[src/rtl/lb_reg_bank_wr_ctrl_pkg.sv]
// Shared definitions for the register-bank write controller.
//   state_t  : controller FSM encoding (IDLE -> WRITE -> ACK -> IDLE)
//   DEF_*    : default bank geometry
//   idx_w()  : width of a requester index (at least 1 bit)
package lb_reg_bank_wr_ctrl_pkg;

    typedef enum logic [1:0] {
        ST_IDLE  = 2'd0,
        ST_WRITE = 2'd1,
        ST_ACK   = 2'd2
    } state_t;

    localparam int DEF_NREQ = 2;
    localparam int DEF_NREG = 8;
    localparam int DEF_AW   = 3;
    localparam int DEF_DW   = 8;

    function automatic int idx_w(input int n);
        return (n > 1) ? $clog2(n) : 1;
    endfunction

endpackage

[src/rtl/lb_rr_arbiter.sv]
// Combinational round-robin picker.
//   i_req     : request vector
//   i_rr_ptr  : highest-priority requester for this pick
//   o_win_idx : first set request scanning i_rr_ptr, i_rr_ptr+1, ... mod NREQ
//   o_any_req : at least one request is set
module lb_rr_arbiter #(
    parameter int NREQ = 2,
    parameter int IW   = 1
) (
    input  logic [NREQ-1:0] i_req,
    input  logic [IW-1:0]   i_rr_ptr,
    output logic [IW-1:0]   o_win_idx,
    output logic            o_any_req
);

    logic [2*NREQ-1:0] w_dbl;
    int                w_pos;

    // Rotate so that bit 0 is the requester at i_rr_ptr.
    assign w_dbl     = {i_req, i_req} >> i_rr_ptr;
    assign o_any_req = |i_req;

    // Scan downward so the lowest rotated offset is the last one written.
    always_comb begin
        w_pos     = 0;
        o_win_idx = '0;
        for (int k = NREQ - 1; k >= 0; k--) begin
            if (w_dbl[k]) begin
                w_pos = int'(i_rr_ptr) + k;
                if (w_pos >= NREQ) w_pos = w_pos - NREQ;
                o_win_idx = IW'(w_pos);
            end
        end
    end

endmodule

[src/rtl/lb_reg_bank_wr_ctrl.sv]
// Write controller / arbiter for a bank of NREG x DW registers.
// Requesters share one write path; each transaction runs IDLE -> WRITE -> ACK.
//   clk, reset          : clock, async active-high reset
//   req/req_addr/req_data : per-requester level request, flattened addr/data
//   gnt                 : one-cycle write-complete pulse (one-hot)
//   reg_cs / reg_d      : one-hot register load enable and shared data bus
//   addr_err            : pulses with gnt when the granted address was >= NREG
//   busy                : high in WRITE and ACK
module lb_reg_bank_wr_ctrl
    import lb_reg_bank_wr_ctrl_pkg::*;
#(
    parameter int NREQ = DEF_NREQ,
    parameter int NREG = DEF_NREG,
    parameter int AW   = DEF_AW,
    parameter int DW   = DEF_DW
) (
    input  logic              clk,
    input  logic              reset,
    input  logic [NREQ-1:0]   req,
    input  logic [NREQ*AW-1:0] req_addr,
    input  logic [NREQ*DW-1:0] req_data,
    output logic [NREQ-1:0]   gnt,
    output logic [NREG-1:0]   reg_cs,
    output logic [DW-1:0]     reg_d,
    output logic              addr_err,
    output logic              busy
);

    localparam int IW = idx_w(NREQ);

    state_t          r_state, w_state_nxt;
    logic [IW-1:0]   r_rr_ptr, w_rr_nxt;
    logic [IW-1:0]   r_win_idx, w_idx_nxt;
    logic [AW-1:0]   r_win_addr, w_addr_nxt;
    logic [DW-1:0]   r_win_data, w_data_nxt;
    logic [NREQ-1:0] r_gnt, w_gnt_nxt;
    logic [NREG-1:0] r_cs, w_cs_nxt;
    logic [DW-1:0]   r_d, w_d_nxt;
    logic            r_err, w_err_nxt;
    logic            r_busy;

    logic [IW-1:0]   w_arb_idx;
    logic            w_any_req;
    logic [AW-1:0]   w_sel_addr;
    logic [DW-1:0]   w_sel_data;

    lb_rr_arbiter #(.NREQ(NREQ), .IW(IW)) u_arb (
        .i_req     (req),
        .i_rr_ptr  (r_rr_ptr),
        .o_win_idx (w_arb_idx),
        .o_any_req (w_any_req)
    );

    assign w_sel_addr = req_addr[int'(w_arb_idx)*AW +: AW];
    assign w_sel_data = req_data[int'(w_arb_idx)*DW +: DW];

    // Outputs are registered: each is computed for the state being entered.
    always_comb begin
        w_state_nxt = r_state;
        w_rr_nxt    = r_rr_ptr;
        w_idx_nxt   = r_win_idx;
        w_addr_nxt  = r_win_addr;
        w_data_nxt  = r_win_data;
        w_gnt_nxt   = '0;
        w_cs_nxt    = '0;
        w_d_nxt     = r_d;
        w_err_nxt   = 1'b0;
        case (r_state)
            ST_IDLE: begin
                if (w_any_req) begin
                    w_state_nxt = ST_WRITE;
                    w_idx_nxt   = w_arb_idx;
                    w_addr_nxt  = w_sel_addr;
                    w_data_nxt  = w_sel_data;
                    w_d_nxt     = w_sel_data;
                    // Out-of-range addresses still complete, but select nothing.
                    if (32'(w_sel_addr) < 32'(NREG))
                        w_cs_nxt = NREG'(1) << w_sel_addr;
                end
            end
            ST_WRITE: begin
                w_state_nxt = ST_ACK;
                w_gnt_nxt   = NREQ'(1) << r_win_idx;
                w_err_nxt   = !(32'(r_win_addr) < 32'(NREG));
                w_rr_nxt    = (r_win_idx == IW'(NREQ - 1)) ? '0 : r_win_idx + IW'(1);
            end
            ST_ACK:  w_state_nxt = ST_IDLE;
            default: w_state_nxt = ST_IDLE;
        endcase
    end

    always_ff @(posedge clk or posedge reset) begin
        if (reset) begin
            r_state    <= ST_IDLE;
            r_rr_ptr   <= '0;
            r_win_idx  <= '0;
            r_win_addr <= '0;
            r_win_data <= '0;
            r_gnt      <= '0;
            r_cs       <= '0;
            r_d        <= '0;
            r_err      <= 1'b0;
            r_busy     <= 1'b0;
        end else begin
            r_state    <= w_state_nxt;
            r_rr_ptr   <= w_rr_nxt;
            r_win_idx  <= w_idx_nxt;
            r_win_addr <= w_addr_nxt;
            r_win_data <= w_data_nxt;
            r_gnt      <= w_gnt_nxt;
            r_cs       <= w_cs_nxt;
            r_d        <= w_d_nxt;
            r_err      <= w_err_nxt;
            r_busy     <= (w_state_nxt != ST_IDLE);
        end
    end

    assign gnt      = r_gnt;
    assign reg_cs   = r_cs;
    assign reg_d    = r_d;
    assign addr_err = r_err;
    assign busy     = r_busy;

endmodule

[config.mk]
export PLATFORM = sky130hd
export DESIGN_NAME = lb_reg_bank_wr_ctrl
export DESIGN_NICKNAME = d
export VERILOG_FILES = /design/src/rtl/lb_reg_bank_wr_ctrl_pkg.sv /design/src/rtl/lb_rr_arbiter.sv /design/src/rtl/lb_reg_bank_wr_ctrl.sv
export SDC_FILE = /design/constraint.sdc
export NUM_CORES = 1
export LEC_CHECK = 0
export BUFFER_PORTS_ARGS = -buffer_cell sky130_fd_sc_hd__buf_2
export CAP_MARGIN = 20
export CORE_MARGIN = 10
export CORE_UTILIZATION = 30
export DETAILED_ROUTE_END_ITERATION = 7
export PLACE_DENSITY = 0.54
export SYNTH_ARGS = -nofsm -noshare
export SYNTH_HDL_FRONTEND = slang
export SYNTH_SLANG_ARGS = --single-unit
[constraint.sdc]
create_clock -name clk -period 1.35 [get_ports clk]
set_input_delay 0.0675 -clock clk [delete_from_list [all_inputs] [get_ports clk]]
set_output_delay 0.0675 -clock clk [all_outputs]
set_load 0.01 [all_outputs]
==> flow_summary.json <==
{
  "outcome": "complete, no violations",
  "synth.avg_cell_area_um2": 11.4,
  "use_met1_pct": 10.8,
  "first_iter_violations": 15,
  "final_util_pct": 43.5,
  "fin_crit_sh_pct": 98.8,
  "rsz0062_at_grt": "yes",
  "p_total_w": 0.00230,
  "met2_usage_pct": 13.7,
  "total_leakage_power_nw": 0.739,
  "syn_area_um2": 968,
  "synth.ff_latch_count": 23,
  "clk_latency_ns": 0.31,
  "overflow": 0,
  "clock_skew_ns": 0.0118,
  "row_count": 20,
  "power_density_nw_per_um2": 1720,
  "grt-busiest-layer": "met2",
  "setup.worst_path.class": "reg2reg",
  "required_ns": 1.56,
  "fmax_mhz": 750,
  "drv_cap": 0,
  "gp_congestion": 0.718,
  "grt_pass1_wl_um": 4250,
  "slew_violations": 0,
  "first_pass_iters": 4,
  "h-tree-depth": 1,
  "clock_path_buffers": 2,
  "yosysWarnings": 0,
  "synth_cell_type_count": 23,
  "stdcell_count": 180,
  "syn_inst": 85,
  "die_h_um": 76.8,
  "regArea_um2": 576,
  "clockRootBuffer": "clkbuf_4",
  "wl_per_cell_um": 13.6,
  "multi_input_area_um2": 382,
  "antenna_found_initial": 0,
  "wirelength_um": 2440,
  "area_growth_pct": 38.1,
  "hp-class": "in2reg",
  "dieArea_um2": 5900,
  "fin_nets": 163,
  "setup_viol": 0,
  "cts_buffers": 3,
  "dp.cells": 174,
  "final_hold_viol_count": 0,
  "cts_tree": "done",
  "start_util_pct": 31.5,
  "drive_above_1_share_pct": 47.8,
  "core_area_um2": 3080,
  "port_buffers": 44,
  "viasPerCell": 4.32,
  "path_max_fanout": 5,
  "die_x_um": 76.8,
  "period_minus_slack_ns": 1.33,
  "ios": 46,
  "fin_ws_ns": 0.0161,
  "ant_nets": 0,
  "start_kind": "flop",
  "hpwlAfterDp_um": 1950,
  "worstSetupEndpointType": "flop",
  "synth_nets": 111,
  "grtUsageMet3_pct": 3.96,
  "clock_sinks": 23,
  "grt_max_degree": 24,
  "place_ws_ns": 0.0180,
  "nFillCells": 328,
  "num_antenna_cells": 0,
  "vias": 777,
  "grt_pass1_vias": 864,
  "cp_data_arrival_time_ns": 1.54,
  "drc": 0,
  "ir_worst_vdd_uv": 779,
  "ys_seq_area_share_pct": 59.4,
  "clkTransAtPathRegs_ns": 0.13,
  "holdWs_ns": 0.0182,
  "grtUsageTotal_pct": 8.87
}
routing by layer:
layer / routed length [um] / up-vias
met4: 20 / 0
li1: - / 386
met5: 0 / -
met2: 1100 / 35
met3: 212 / 4
met1: 1110 / 352
cell type report:
type	instances	area share (%)
timing repair buffer	51	20.9
sequential	23	43.0
inverter	5	1.50
multi-input combinational	53	28.5
tap	44	4.12
clock buffer	4	1.96
critical path: stages, from the launching register on:
cell,delay [ns]
dfrtp_1,0.43
o21ai_4,0.21
mux2_2,0.40
and3_1,0.19
per-stage QoR:
stage | TNS [ns] | instance area [um2]
global placement | 0 | 1250
CTS | 0 | 1300
global route | -0.264 | 1340
detailed placement | 0 | 1250
finish | 0 | 1340
floorplan | 0 | 968
placed cells by master, fill, tap and decap left out:
| cell | synthesis | final |
|---|---|---|
| nand3_2 | 1 | 1 |
| o21ai_1 | 10 | 9 |
| clkbuf_4 | 0 | 3 |
| mux2i_2 | 0 | 1 |
| buf_6 | 2 | 1 |
| dlygate4sd3_1 | 0 | 1 |
| mux2i_4 | 0 | 1 |
| o211ai_1 | 1 | 1 |
| a21o_1 | 1 | 1 |
| conb_1 | 1 | 1 |
| nor3_1 | 5 | 3 |
| or3_4 | 0 | 1 |
| o21ai_2 | 1 | 1 |
| buf_2 | 0 | 44 |
| clkbuf_1 | 1 | 1 |
| o21ai_4 | 0 | 1 |
| and2_1 | 1 | 1 |
| dfrtp_1 | 23 | 23 |
| nand2b_1 | 1 | 1 |
| nor2b_1 | 1 | 1 |
| and3_1 | 4 | 4 |
| clkinv_2 | 1 | 1 |
| nor2_1 | 3 | 3 |
| nor3_2 | 0 | 2 |
| a21oi_2 | 1 | 1 |
| nand2_1 | 9 | 9 |
| mux2_2 | 2 | 2 |
| inv_1 | 4 | 4 |
| buf_4 | 1 | 5 |
| mux2i_1 | 10 | 8 |
sequential cells by signal, indices dropped and copies added, names as in the netlist:
signal     cells
r_rr_ptr       1
busy           1
reg_d          8
reg_cs         8
r_state        2
gnt            2
r_win_idx      1
cells in the mapped netlist:
| master | number | area (um2) |
|---|---|---|
| inv_1 | 4 | 15.0 |
| o211ai_1 | 1 | 7.51 |
| buf_4 | 1 | 7.51 |
| a21oi_2 | 1 | 8.76 |
| mux2i_1 | 10 | 100 |
| or3_1 | 1 | 6.26 |
| and2_1 | 1 | 6.26 |
| o21ai_1 | 10 | 50.1 |
| nand2b_1 | 1 | 6.26 |
| nand2_1 | 9 | 33.8 |
| and3_1 | 4 | 25.0 |
| nand3_2 | 1 | 10.0 |
| conb_1 | 1 | 3.75 |
| buf_6 | 2 | 22.5 |
| clkbuf_1 | 1 | 3.75 |
| a21o_1 | 1 | 7.51 |
| nor3_1 | 5 | 25.0 |
| o21ai_2 | 1 | 8.76 |
| dfrtp_1 | 23 | 576 |
| nor2b_1 | 1 | 6.26 |
| clkinv_2 | 1 | 5.00 |
| nor2_1 | 3 | 11.3 |
| mux2_2 | 2 | 22.5 |
power breakdown:
| group | leakage (nW) | switching, W | internal [W] |
|---|---|---|---|
| Clock | 0.0150 | 0.000206 | 0.000115 |
| Sequential | 0.296 | 0.000109 | 0.000921 |
| Combinational | 0.428 | 0.000518 | 0.000432 |
path summary, 6_finish.rpt:
check                                            from                   end  slack [ns]  cells past startpoint
worst max-delay path             r_rr_ptr$_DFFE_PP0P_   reg_cs[7]$_DFF_PP0_        0.02                      3
worst min-delay path                           req[0]        busy$_DFF_PP0_        0.02                      3
worst max register to register   r_rr_ptr$_DFFE_PP0P_   reg_cs[7]$_DFF_PP0_        0.02                      3
worst min register to register  r_win_idx$_DFFE_PP0P_      gnt[0]$_DFF_PP0_        0.48                      1
max in group asynchronous                       reset   reg_cs[0]$_DFF_PP0_        0.80                      4
min in group asynchronous                       reset  reg_d[6]$_DFFE_PP0P_        0.31                      4
cell families (layout without fill, tap and decap cells):
group	after synthesis	after routing	synth area share (%)
muxes	12	12	12.7
other	1	1	0.387
DFF	23	23	59.4
AOI/OAI and AO/OA	14	14	8.53
and+or+nand+nor	26	26	13.4
buffers and inverters	9	60	5.55
what timing repair did:
item	CTS	global route
endpoints found under the setup margin	4	17
gates resized for setup	2	7
hold buffers	1	0
endpoints found under the hold margin	23	0
cloned	0	0
setup buffers	0	1
pin swaps	0	4
Note: power is estimated with default switching activity, not from simulation.
